==> config.mk <==
export PLATFORM = sky130hd
export DESIGN_NAME = dbg_mem_port
export DESIGN_NICKNAME = d
export VERILOG_FILES = /design/src/rtl/dbg_mem_port.sv
export SDC_FILE = /design/constraint.sdc
export NUM_CORES = 1
export LEC_CHECK = 0
export ABC_AREA = 1
export CAP_MARGIN = 10
export CORE_MARGIN = 3
export CORE_UTILIZATION = 45
export CTS_BUF_LIST = sky130_fd_sc_hd__clkbuf_8
export DETAILED_ROUTE_END_ITERATION = 16
export MAX_ROUTING_LAYER = met4
export PLACE_DENSITY = 0.79
export SYNTH_ARGS = -nofsm -noshare
export SYNTH_HDL_FRONTEND = slang
export SYNTH_SLANG_ARGS = --single-unit
==> constraint.sdc <==
create_clock -name clk -period 1.5 [get_ports clk]
set_input_delay 0.225 -clock clk [delete_from_list [all_inputs] [get_ports clk]]
set_output_delay 0.225 -clock clk [all_outputs]
set_load 0.1 [all_outputs]
==> src/rtl/dbg_mem_port.sv <==
// dbg_mem_port: debug-host initiator for data-memory port B (A2/WD2/WE2/RD2).
// Turns single/burst read and write commands into port-B accesses and absorbs
// the one-cycle synchronous read latency of the block RAM.
// Optional build macro: DBG_MEM_RANGE_CHECK_EN enables the sticky range fault
// on err; when it is undefined no check is made and err stays 0.
module dbg_mem_port #(
  parameter int unsigned LEN_W       = 4,
  parameter int unsigned DEPTH_WORDS = 4096
) (
  input  logic             clk,
  input  logic             rst,
  input  logic             cmd_valid,
  output logic             cmd_ready,
  input  logic             cmd_write,
  input  logic [31:0]      cmd_addr,
  input  logic [LEN_W-1:0] cmd_len,
  input  logic [3:0]       cmd_be,
  input  logic             wr_valid,
  output logic             wr_ready,
  input  logic [31:0]      wr_data,
  output logic             rd_valid,
  input  logic             rd_ready,
  output logic [31:0]      rd_data,
  output logic             rd_last,
  output logic [31:0]      A2,
  output logic [31:0]      WD2,
  output logic [3:0]       WE2,
  input  logic [31:0]      RD2,
  output logic             busy,
  output logic             err
);

  localparam logic [2:0] S_IDLE    = 3'd0;
  localparam logic [2:0] S_WR      = 3'd1;
  localparam logic [2:0] S_RD_ADDR = 3'd2;
  localparam logic [2:0] S_RD_DATA = 3'd3;
  localparam logic [2:0] S_RD_RESP = 3'd4;

  localparam logic [31:0] WORD_MASK = 32'hFFFF_FFFC;
  localparam logic [31:0] WORD_STEP = 32'd4;

`ifdef DBG_MEM_RANGE_CHECK_EN
  localparam bit RANGE_CHECK = 1'b1;
`else
  localparam bit RANGE_CHECK = 1'b0;
`endif

  logic [2:0]       state;
  logic [2:0]       state_next;
  logic [31:0]      addr;
  logic [LEN_W-1:0] cnt;
  logic [3:0]       be;
  logic             fault;
  logic             cnt_zero;
  logic             range_fault;

  assign cmd_ready = (state == S_IDLE);
  assign wr_ready  = (state == S_WR);
  assign busy      = (state != S_IDLE) || (WE2 != 4'h0);
  assign cnt_zero  = (cnt == '0);

  // Last word of the burst at or beyond the end of memory (33-bit sum, no wrap)
  assign range_fault = RANGE_CHECK &&
    ((33'({1'b0, cmd_addr[31:2]}) + 33'(cmd_len)) >= 33'(DEPTH_WORDS));

  // State register
  always_ff @(posedge clk) begin
    if (rst) begin
      state <= S_IDLE;
    end else begin
      state <= state_next;
    end
  end

  // Next-state decode
  always_comb begin
    state_next = state;
    case (state)
      S_IDLE:    if (cmd_valid) state_next = cmd_write ? S_WR : S_RD_ADDR;
      S_WR:      if (wr_valid && cnt_zero) state_next = S_IDLE;
      S_RD_ADDR: state_next = S_RD_DATA;
      S_RD_DATA: state_next = S_RD_RESP;
      S_RD_RESP: if (rd_ready) state_next = cnt_zero ? S_IDLE : S_RD_ADDR;
      default:   state_next = S_IDLE;
    endcase
  end

  // Burst bookkeeping and registered port-B / read-channel outputs
  always_ff @(posedge clk) begin
    if (rst) begin
      addr     <= '0;
      cnt      <= '0;
      be       <= '0;
      fault    <= 1'b0;
      err      <= 1'b0;
      A2       <= '0;
      WD2      <= '0;
      WE2      <= '0;
      rd_valid <= 1'b0;
      rd_data  <= '0;
      rd_last  <= 1'b0;
    end else begin
      // Write enables are one-cycle pulses; any cycle without a beat clears them
      WE2 <= 4'h0;
      case (state)
        S_IDLE: begin
          if (cmd_valid) begin
            addr  <= cmd_addr & WORD_MASK;
            cnt   <= cmd_len;
            be    <= cmd_be;
            fault <= range_fault;
            if (range_fault) err <= 1'b1;
            if (!cmd_write) A2 <= cmd_addr & WORD_MASK;
          end
        end
        S_WR: begin
          if (wr_valid) begin
            A2   <= addr;
            WD2  <= wr_data;
            WE2  <= fault ? 4'h0 : be;
            addr <= addr + WORD_STEP;
            if (!cnt_zero) cnt <= cnt - LEN_W'(1);
          end
        end
        S_RD_DATA: begin
          rd_data  <= fault ? 32'h0 : RD2;
          rd_last  <= cnt_zero;
          rd_valid <= 1'b1;
        end
        S_RD_RESP: begin
          if (rd_ready) begin
            rd_valid <= 1'b0;
            if (!cnt_zero) begin
              cnt <= cnt - LEN_W'(1);
              A2  <= A2 + WORD_STEP;
            end
          end
        end
        default: ;
      endcase
    end
  end

endmodule

==> results of run 1 <==
metrics by stage:
step / cell area, sq um / std cells / setup slack (ns) / setup TNS, ns / utilization, %
after floorplan: 7780 / 1208 / -0.322 / -8.52 / -
after detailed placement: 11800 / 1678 / -0.236 / -13.40 / 73.2
after global placement: 11800 / 1678 / -0.172 / -10.15 / 73.2
after CTS: 13000 / 1740 / -0.289 / -8.94 / 80.5
cells in the mapped netlist (all sizes together) (2+ instances only):
library cell,number,area [sq um]
dfxtp,142,2840
o22ai,5,31.3
nor2,308,1190
clkbuf,30,114
a21oi,52,260
or2,9,56.3
ha,3,37.5
nand3,59,300
nor4,2,12.5
nand2,237,915
o21ai,157,786
a211oi,3,22.5
nand4,25,156
nor3,16,91.3
xor2,6,52.6
o211ai,3,22.5
o21a,2,15.0
a31oi,6,37.5
inv,110,418
buf,25,185
per-layer routing:
layer,GRT overflow,global-route usage [%]
met1,0,60.4
met2,0,81.4
met3,0,43.7
met4,1,64.8
met5,-,-
repair_timing:
| action | 4_1_cts |
|---|---|
| gates resized for setup | 124 |
| setup buffers | 24 |
| pin swaps | 37 |
| gates cloned | 6 |
| endpoints found under the setup margin | 59 |
cells by family after synthesis:
| group | share of synthesized area [%] |
|---|---|
| AOI/OAI and AO/OA | 15.9 |
| xor gates and xnor gates | 0.807 |
| adders and majority gates | 0.494 |
| buffers and inverters | 9.49 |
| DFF | 37.4 |
| other | 0.0494 |
| and+or+nand+nor | 35.9 |
==> impl_metrics.csv, run 1 <==
group,metric,value,unit
cts,htreeDepth,4,
placement,gp_congestion,0.967,
die,start_util,47.0,%
synth,synth-async-reset-ratio,0,%
synth,syn-num-nets,1321,
sta,worst-ep-kind,"top-level output",
placement,port_buffers,212,
synth,synth_cells,1208,
grt,grt_max_degree,47,
synth,synth_area,7600,sq um
cts,holdBufCountCts,0,
synth,ys_types,42,
cts,cts_buffers,17,
cts,root_buffer,"clkbuf_8",
die,rows,46,
grt,antenna_found_initial,2,
synth,synth-main-ff-cell,"dfxtp_1",
grt,overflow,1,
die,ios,216,
outcome,status,"stopped before the end",
grt,grtUsageTotal,63.5,%
synth,synth.avg_cell_area,6.29,sq um
placement,dp_hpwl,21.4,mm
die,die_y,136,um
cts,cts_sinks,142,
outcome,haltStage,"global routing (5_1_grt)",
die,fp.dieW,136,um
cts,clock_path_buffers,2,
synth,ys_warn_count,0,
synth,ys_ff_latch,142,
outcome,tool.error,"[ERROR GRT-0232] Routing congestion too high. Check the congestion heatmap in the GUI.",
synth,synth_edf_count,0,
sta,crit_endpoint,"busy",
synth,synth-seq-area-share,37.4,%
==> run 2, diff against run 1 <==
--- a/config.mk
+++ b/config.mk
@@ -8,11 +8,9 @@
 export ABC_AREA = 1
 export CAP_MARGIN = 10
 export CORE_MARGIN = 3
-export CORE_UTILIZATION = 45
-export CTS_BUF_LIST = sky130_fd_sc_hd__clkbuf_8
+export CORE_UTILIZATION = 40
 export DETAILED_ROUTE_END_ITERATION = 16
-export MAX_ROUTING_LAYER = met4
-export PLACE_DENSITY = 0.79
+export PLACE_DENSITY_LB_ADDON = 0.15
 export SYNTH_ARGS = -nofsm -noshare
 export SYNTH_HDL_FRONTEND = slang
 export SYNTH_SLANG_ARGS = --single-unit
==> constraint.sdc (replaced) <==
create_clock -name clk -period 1.95 [get_ports clk]
set_input_delay 0.2925 -clock clk [delete_from_list [all_inputs] [get_ports clk]]
set_output_delay 0.2925 -clock clk [all_outputs]
set_load 0.1 [all_outputs]
==> run 2 against run 1 <==
  * The run now ends clean
  * Synthesized cell count unchanged
  * Synthesized area unchanged
==> impl_metrics.csv, run 2 <==
group,metric,value,unit
outcome,status,"finished clean",
worst_setup_path,worst-setup-path-type,"flop to output pin",
die,start_util,41.4,%
synth,syn-num-nets,1321,
worst_setup_path,cp_cell_sequence,"nor2_2, nand2_2, inv_6, buf_12",
sta,slew_headroom,65.9,%
worst_setup_path,endpoint,"wr_ready",
synth,yosysTopAreaCell,"dfxtp_1",
sta,finClkSkew,0.0101,ns
synth,synth.area.top_cells,"dfxtp_1 37%, nor2_1 15%, nand2_1 11%",
sta,rsz0062_at_grt,"false",
pwr,p_sw,5.87,mW
cells_and_area,num_antenna_cells,0,
die,dieArea,20700,sq um
worst_setup_path,reg2regPathDepth,9,
routing,vias,8514,
cells_and_area,fin_nets,1535,
worst_setup_path,max_stage_delay,0.36,ns
grt,overflow,0,
grt,grt_first_pass_wirelength,39.9,mm
sta,finalMaxSlewViolations,0,
pwr,leakagePower,4.69,nW
cells_and_area,fin_area,10500,sq um
cts,cts_buffers,17,
grt,grt_pass1_vias,7959,
cells_and_area,drive_above_1_share,15.6,%
pwr,internal-power,6.85,mW
synth,yosysMostFrequentCell,"nor2_1",
cells_and_area,multi_input_area,4050,sq um
worst_setup_path,cpMaxStageDelayCell,"dfxtp_2",
die,coreArea,18300,sq um
worst_setup_path,r2r-start,"state[1]",
die,rows,49,
synth,synth-main-ff-cell,"dfxtp_1",
pwr,p_per_area,1210,nW/um^2
pwr,irDropWorstVdd,0.652,mV
synth,ys_warn_count,0,
routing,route.detailed.drc,0,
grt,grtUsageTotal,24.1,%
cts,clk_pin_slew_worst_paths,0.07,ns
cts,clk_latency,0.44,ns
sta,period_share,93.8,%
routing,drt-pass1-iter-count,5,
cells_and_area,layout_common_cells,"300 x nor2_1, 230 x nand2_1, 144 x o21ai_0, 131 x buf_4, 126 x dfxtp_1",
cts,clock_path_buffers,2,
worst_setup_path,rrSetupSlack,0.19,ns
synth,ys_types,42,
synth,synth_cells,1208,
cells_and_area,final_core_util,57.5,%
worst_setup_path,timing.rr.end,"addr[15]",
sta,finalHoldViolCount,0,
worst_setup_path,critPathRequiredTime,1.66,ns
placement,placed_area,9920,sq um
cells_and_area,top_regs,"WD2 x32, rd_data x32, A2 x31",
routing,viasPerCell,5.12,
run,drv_cap,0,
cts,htreeDepth,4,
die,ios,216,
cells_and_area,area_delta_synth_final,38.6,%
cts,holdBufCountCts,0,
cells_and_area,nFillCells,1816,
worst_setup_path,startpoint_type,"flop",
routing,post_drt_wl_per_cell,15.1,um
routing,ant_nets,0,
grt,grt_max_degree,69,
die,fp.dieW,144,um
cells_and_area,register_area,2860,sq um
synth,synth_edf_count,0,
pwr,p_clk_share,26.9,%
synth,ys_ff_latch,142,
pwr,comb_power_share,42.1,%
cells_and_area,layout_commonest_cell,"nor2_1",
worst_setup_path,worstPathArrival,1.54,ns
synth,synth_area,7600,sq um
synth,synth-async-reset-ratio,0,%
grt,antenna_found_initial,0,
die,die_y,144,um
cts,cts_sinks,142,
worst_setup_path,startpoint,"state[2]",
cts,root_buffer,"clkbuf_16",
pwr,p_sw_share,46.1,%
hold_path,hp-class,"input pin to flop",
placement,port_buffers,212,
synth,yosysTopAreaCellShare,37.4,%
synth,synth-seq-area-share,37.4,%
placement,dp_hpwl,18.6,mm
worst_setup_path,end_kind,"output pin",
routing,drt_iter0_drc,700,
worst_setup_path,cp_max_fo,17,
sta,tightest_slew,0.509,ns
cts,cts_tree,"built",
routing,wirelength,25.2,mm
sta,fmaxAchievable,546,MHz
sta,fin_crit,1.83,ns
synth,synth.avg_cell_area,6.29,sq um
placement,gp_congestion,0.897,
sta,setup_viol_count_final,0,
synth,synth_common_cells,"300 x nor2_1, 231 x nand2_1, 144 x o21ai_0",
pwr,p_seq_share,30.9,%
-- run 2: kinds of logic (layout without fill, tap and decap cells) --
family,count (synthesis),after routing,synth area share (%)
DFF,142,142,37.4
xor gates and xnor gates,7,7,0.807
buffers and inverters,166,393,9.49
other,1,1,0.0494
AOI/OAI and AO/OA,232,232,15.9
and+or+nand+nor,657,657,35.9
adders and majority gates,3,3,0.494
-- run 2: metal layers --
metal,GRT usage [%],vias up,routed length [um]
li1,-,4324,-
met1,29.5,3863,10500
met2,40.3,289,12100
met3,7.32,38,2000
met4,8.37,0,657
met5,0,-,0
-- run 2: worst min-delay path by stage --
stage	from	to	cells past startpoint
finish	wr_data[2]	WD2[2]	3
global route	wr_data[2]	WD2[2]	3
CTS	wr_data[2]	WD2[2]	3
detailed placement	be[2]	WE2[2]	2
global placement	be[2]	WE2[2]	2
floorplan	be[0]	WE2[0]	2
-- run 2: power groups by stage --
stage                     Clock, mW  Combinational, mW  Sequential, mW
after CTS                      3.49               5.38            3.92
final                          3.43               5.36            3.93
after global placement            0               5.32            3.97
after global routing           3.63               5.75            4.01
after detailed placement          0               5.36            3.98
after floorplan                   0               1.94            5.88
-- run 2: through the flow --
| stage | setup WS [ns] | hold slack [ns] | TNS (ns) | std cells | power [mW] |
|---|---|---|---|---|---|
| 6_report | 0.120 | 0.435 | 0 | 1664 | 12.7 |
| 5_1_grt | 0.00795 | 0.419 | 0 | 1664 | 13.4 |
| 4_1_cts | 0.0662 | 0.423 | 0 | 1664 | 12.8 |
| 3_5_place_dp | 0.00899 | 0.433 | 0 | 1632 | 9.33 |
| 3_3_place_gp | 0.0311 | 0.429 | 0 | 1632 | 9.29 |
| 2_1_floorplan | -0.0933 | 0.416 | -0.0933 | 1208 | 7.82 |
-- run 2: what timing repair did --
action / CTS / global route
setup endpoints to repair: 1 / 1
setup buffers: 0 / 0
resized for setup: 1 / 1
pin swaps: 0 / 0
-- run 2: area by class of cell --
type                            count  share of cell area, %
Timing Repair Buffer              250                   21.8
Tap cell                          229                   2.72
Clock inverter                     14                   1.63
Clock buffer                       18                   4.17
Inverter                          111                   4.09
Sequential cell                   142                   27.2
Multi-Input combinational cell    900                   38.4
-- run 2: worst max-delay path, delay by kind of cell (launching register included) --
kind                   cells  cell delay, ns
and+or+nand+nor            2            0.34
DFF                        1            0.36
buffers and inverters      2            0.40
(Power assumes the default switching activity.)
==> run 3, diff against run 2 <==
--- a/config.mk
+++ b/config.mk
@@ -10,7 +10,7 @@
 export CORE_MARGIN = 3
 export CORE_UTILIZATION = 40
 export DETAILED_ROUTE_END_ITERATION = 16
-export PLACE_DENSITY_LB_ADDON = 0.15
+export PLACE_DENSITY = 0.78
 export SYNTH_ARGS = -nofsm -noshare
 export SYNTH_HDL_FRONTEND = slang
 export SYNTH_SLANG_ARGS = --single-unit
==> run 3 against run 2 <==
  * Sequential cell count unchanged
  * Clock skew rose by 0.00086 ns
  * Global-route usage grew 0.33 points
  * Register-to-register slack gained 0.03 ns
  * Routed wire length is 1.8% higher
  * Setup slack improved by 0.0065 ns
  * Clock power increased by 1%
  * Maximum frequency up 0.36%
  * Non-clock buffer count rose by 2
  * Sequential power is essentially flat
  * Cell count grew 0.12%
  * Critical path type unchanged
  * Largest power group unchanged
  * Highest routed layer unchanged
==> impl_metrics.csv, run 3 (same netlist as run 2, synthesis figures left out) <==
group,metric,value,unit
routing,post_drt_wl_per_cell,15.4,um
pwr,p_per_area,1220,nW/um^2
cells_and_area,fin_nets,1537,
sta,period_share,93.5,%
worst_setup_path,rrSetupSlack,0.22,ns
hold_path,hp-class,"input pin to flop",
worst_setup_path,reg2regPathDepth,10,
routing,viasPerCell,5.17,
die,start_util,41.4,%
sta,slew_headroom,66.3,%
placement,port_buffers,212,
hold_path,whs_path_depth,3,
cts,cts_buffers,17,
routing,drt-met1-wl,10.1,mm
routing,route.met3.wl,2.46,mm
cells_and_area,area_delta_synth_final,38.6,%
outcome,status,"finished clean",
sta,finClkSkew,0.0109,ns
grt,grt_max_degree,60,
cells_and_area,layout_commonest_cell,"nor2_1",
sta,finalMaxSlewViolations,0,
routing,wirelength,25.6,mm
cells_and_area,nFillCells,1736,
sta,hold_ws,0.436,ns
sta,fin_ws,0.127,ns
worst_setup_path,r2r-start,"addr[2]",
sta,fmaxAchievable,548,MHz
routing,vias,8606,
cts,htreeDepth,4,
cts,clock_path_buffers,2,
cts,cts_tree,"built",
routing,wl_met2,12.5,mm
worst_setup_path,cp_max_fo,17,
cts,root_buffer,"clkbuf_16",
die,fp.dieW,144,um
hold_path,holdPathEnd,"WD2[7]",
die,rows,49,
placement,gp_congestion,0.896,
worst_setup_path,timing.rr.end,"addr[20]",
routing,ant_nets,0,
routing,drt-pass1-iter-count,5,
cts,clk_latency,0.43,ns
grt,grt_first_pass_wirelength,40.3,mm
worst_setup_path,worst-setup-path-type,"flop to output pin",
placement,dp_slack,0.0353,ns
worst_setup_path,end_kind,"output pin",
die,dieArea,20700,sq um
cells_and_area,layout_common_cells,"300 x nor2_1, 230 x nand2_1, 144 x o21ai_0, 135 x buf_4, 126 x dfxtp_1",
pwr,irDropWorstVdd,0.745,mV
cts,cts_sinks,142,
placement,placed_area,9910,sq um
pwr,leakagePower,4.71,nW
cells_and_area,top_regs,"WD2 x32, rd_data x32, A2 x31",
worst_setup_path,worstPathArrival,1.53,ns
sta,tns,0,ns
grt,grt_pass1_vias,8103,
routing,route.detailed.drc,0,
hold_path,hold_start,"wr_data[7]",
routing,maxUsedRoutingLayer,"met4",
grt,overflow,0,
die,die_y,144,um
sta,setup_viol_count_final,0,
worst_setup_path,critPathRequiredTime,1.66,ns
routing,drt_iter0_drc,594,
cells_and_area,fin_area,10500,sq um
sta,finalHoldViolCount,0,
grt,grtUsageTotal,24.5,%
run,drv_cap,0,
die,coreArea,18300,sq um
placement,dp_hpwl,19.0,mm
sta,fin_crit,1.82,ns
die,ios,216,
worst_setup_path,startpoint_type,"flop",
cts,clk_pin_slew_worst_paths,0.07,ns
cts,post_cts_buffers,0,
grt,antenna_found_initial,0,
cts,holdBufCountCts,0,
cells_and_area,num_antenna_cells,0,
sta,rsz0062_at_grt,"false",
sta,tightest_slew,0.503,ns
cells_and_area,drive_above_1_share,15.7,%
## run 3: cell types whose count changed in the layout (fill, tap and decap cells not counted), sizes merged
cell,previous run,this run
clkbuf,18,17
inv,118,120
buf,143,145
clkinvlp,2,1
## run 3: metal layers
layer	GRT usage [%]	up-vias
li1	-	4317
met1	29.1	3924
met2	42.2	335
met3	8.22	30
met4	6.74	0
met5	0	-
## run 3: repair_timing
| action | 4_1_cts | 5_1_grt |
|---|---|---|
| endpoints found under the hold margin | 0 | 0 |
| gates resized for setup | 1 | 1 |
| endpoints found under the setup margin | 1 | 2 |
## run 3: power by group
group / total (mW) / internal (mW) / switching, mW
Combinational: 5.39 / 1.49 / 3.90
Clock: 3.47 / 1.97 / 1.51
Sequential: 3.93 / 3.39 / 0.541
## run 3: final cells by class
| class | instances | area [sq um] | share of cell area, % |
|---|---|---|---|
| tap | 229 | 287 | 2.72 |
| multi-input combinational | 900 | 4050 | 38.5 |
| inverter | 111 | 428 | 4.06 |
| sequential | 142 | 2860 | 27.2 |
| clock buffer | 17 | 425 | 4.04 |
| timing repair buffer | 252 | 2280 | 21.7 |
| clock inverter | 15 | 193 | 1.83 |
## run 3: metrics by stage
step / cells / utilization (%) / total power, mW
6_report: 1666 / 57.5 / 12.8
3_5_place_dp: 1634 / 54.0 / 9.35
4_1_cts: 1666 / 57.4 / 12.8
2_1_floorplan: 1208 / - / 7.82
5_1_grt: 1666 / 57.5 / 13.4
3_3_place_gp: 1634 / 54.0 / 9.27
## run 3: worst max-delay path, stage by stage, from the launching register on
cell and delay, ns:
dfxtp_2 0.36, nor2_2 0.14, nand2_2 0.15, inv_4 0.23
buf_12 0.21
## run 3: how the worst max path moves through the flow
stage	from	to	slack (ns)	cells after the start
after floorplan	A2[3]	A2[20]	-0.09	7
after global placement	wr_valid	A2[25]	0.07	9
after detailed placement	wr_valid	A2[25]	0.04	9
after CTS	state[2]	wr_ready	0.1	4
after global routing	state[2]	wr_ready	0.03	4
final	state[2]	wr_ready	0.13	4
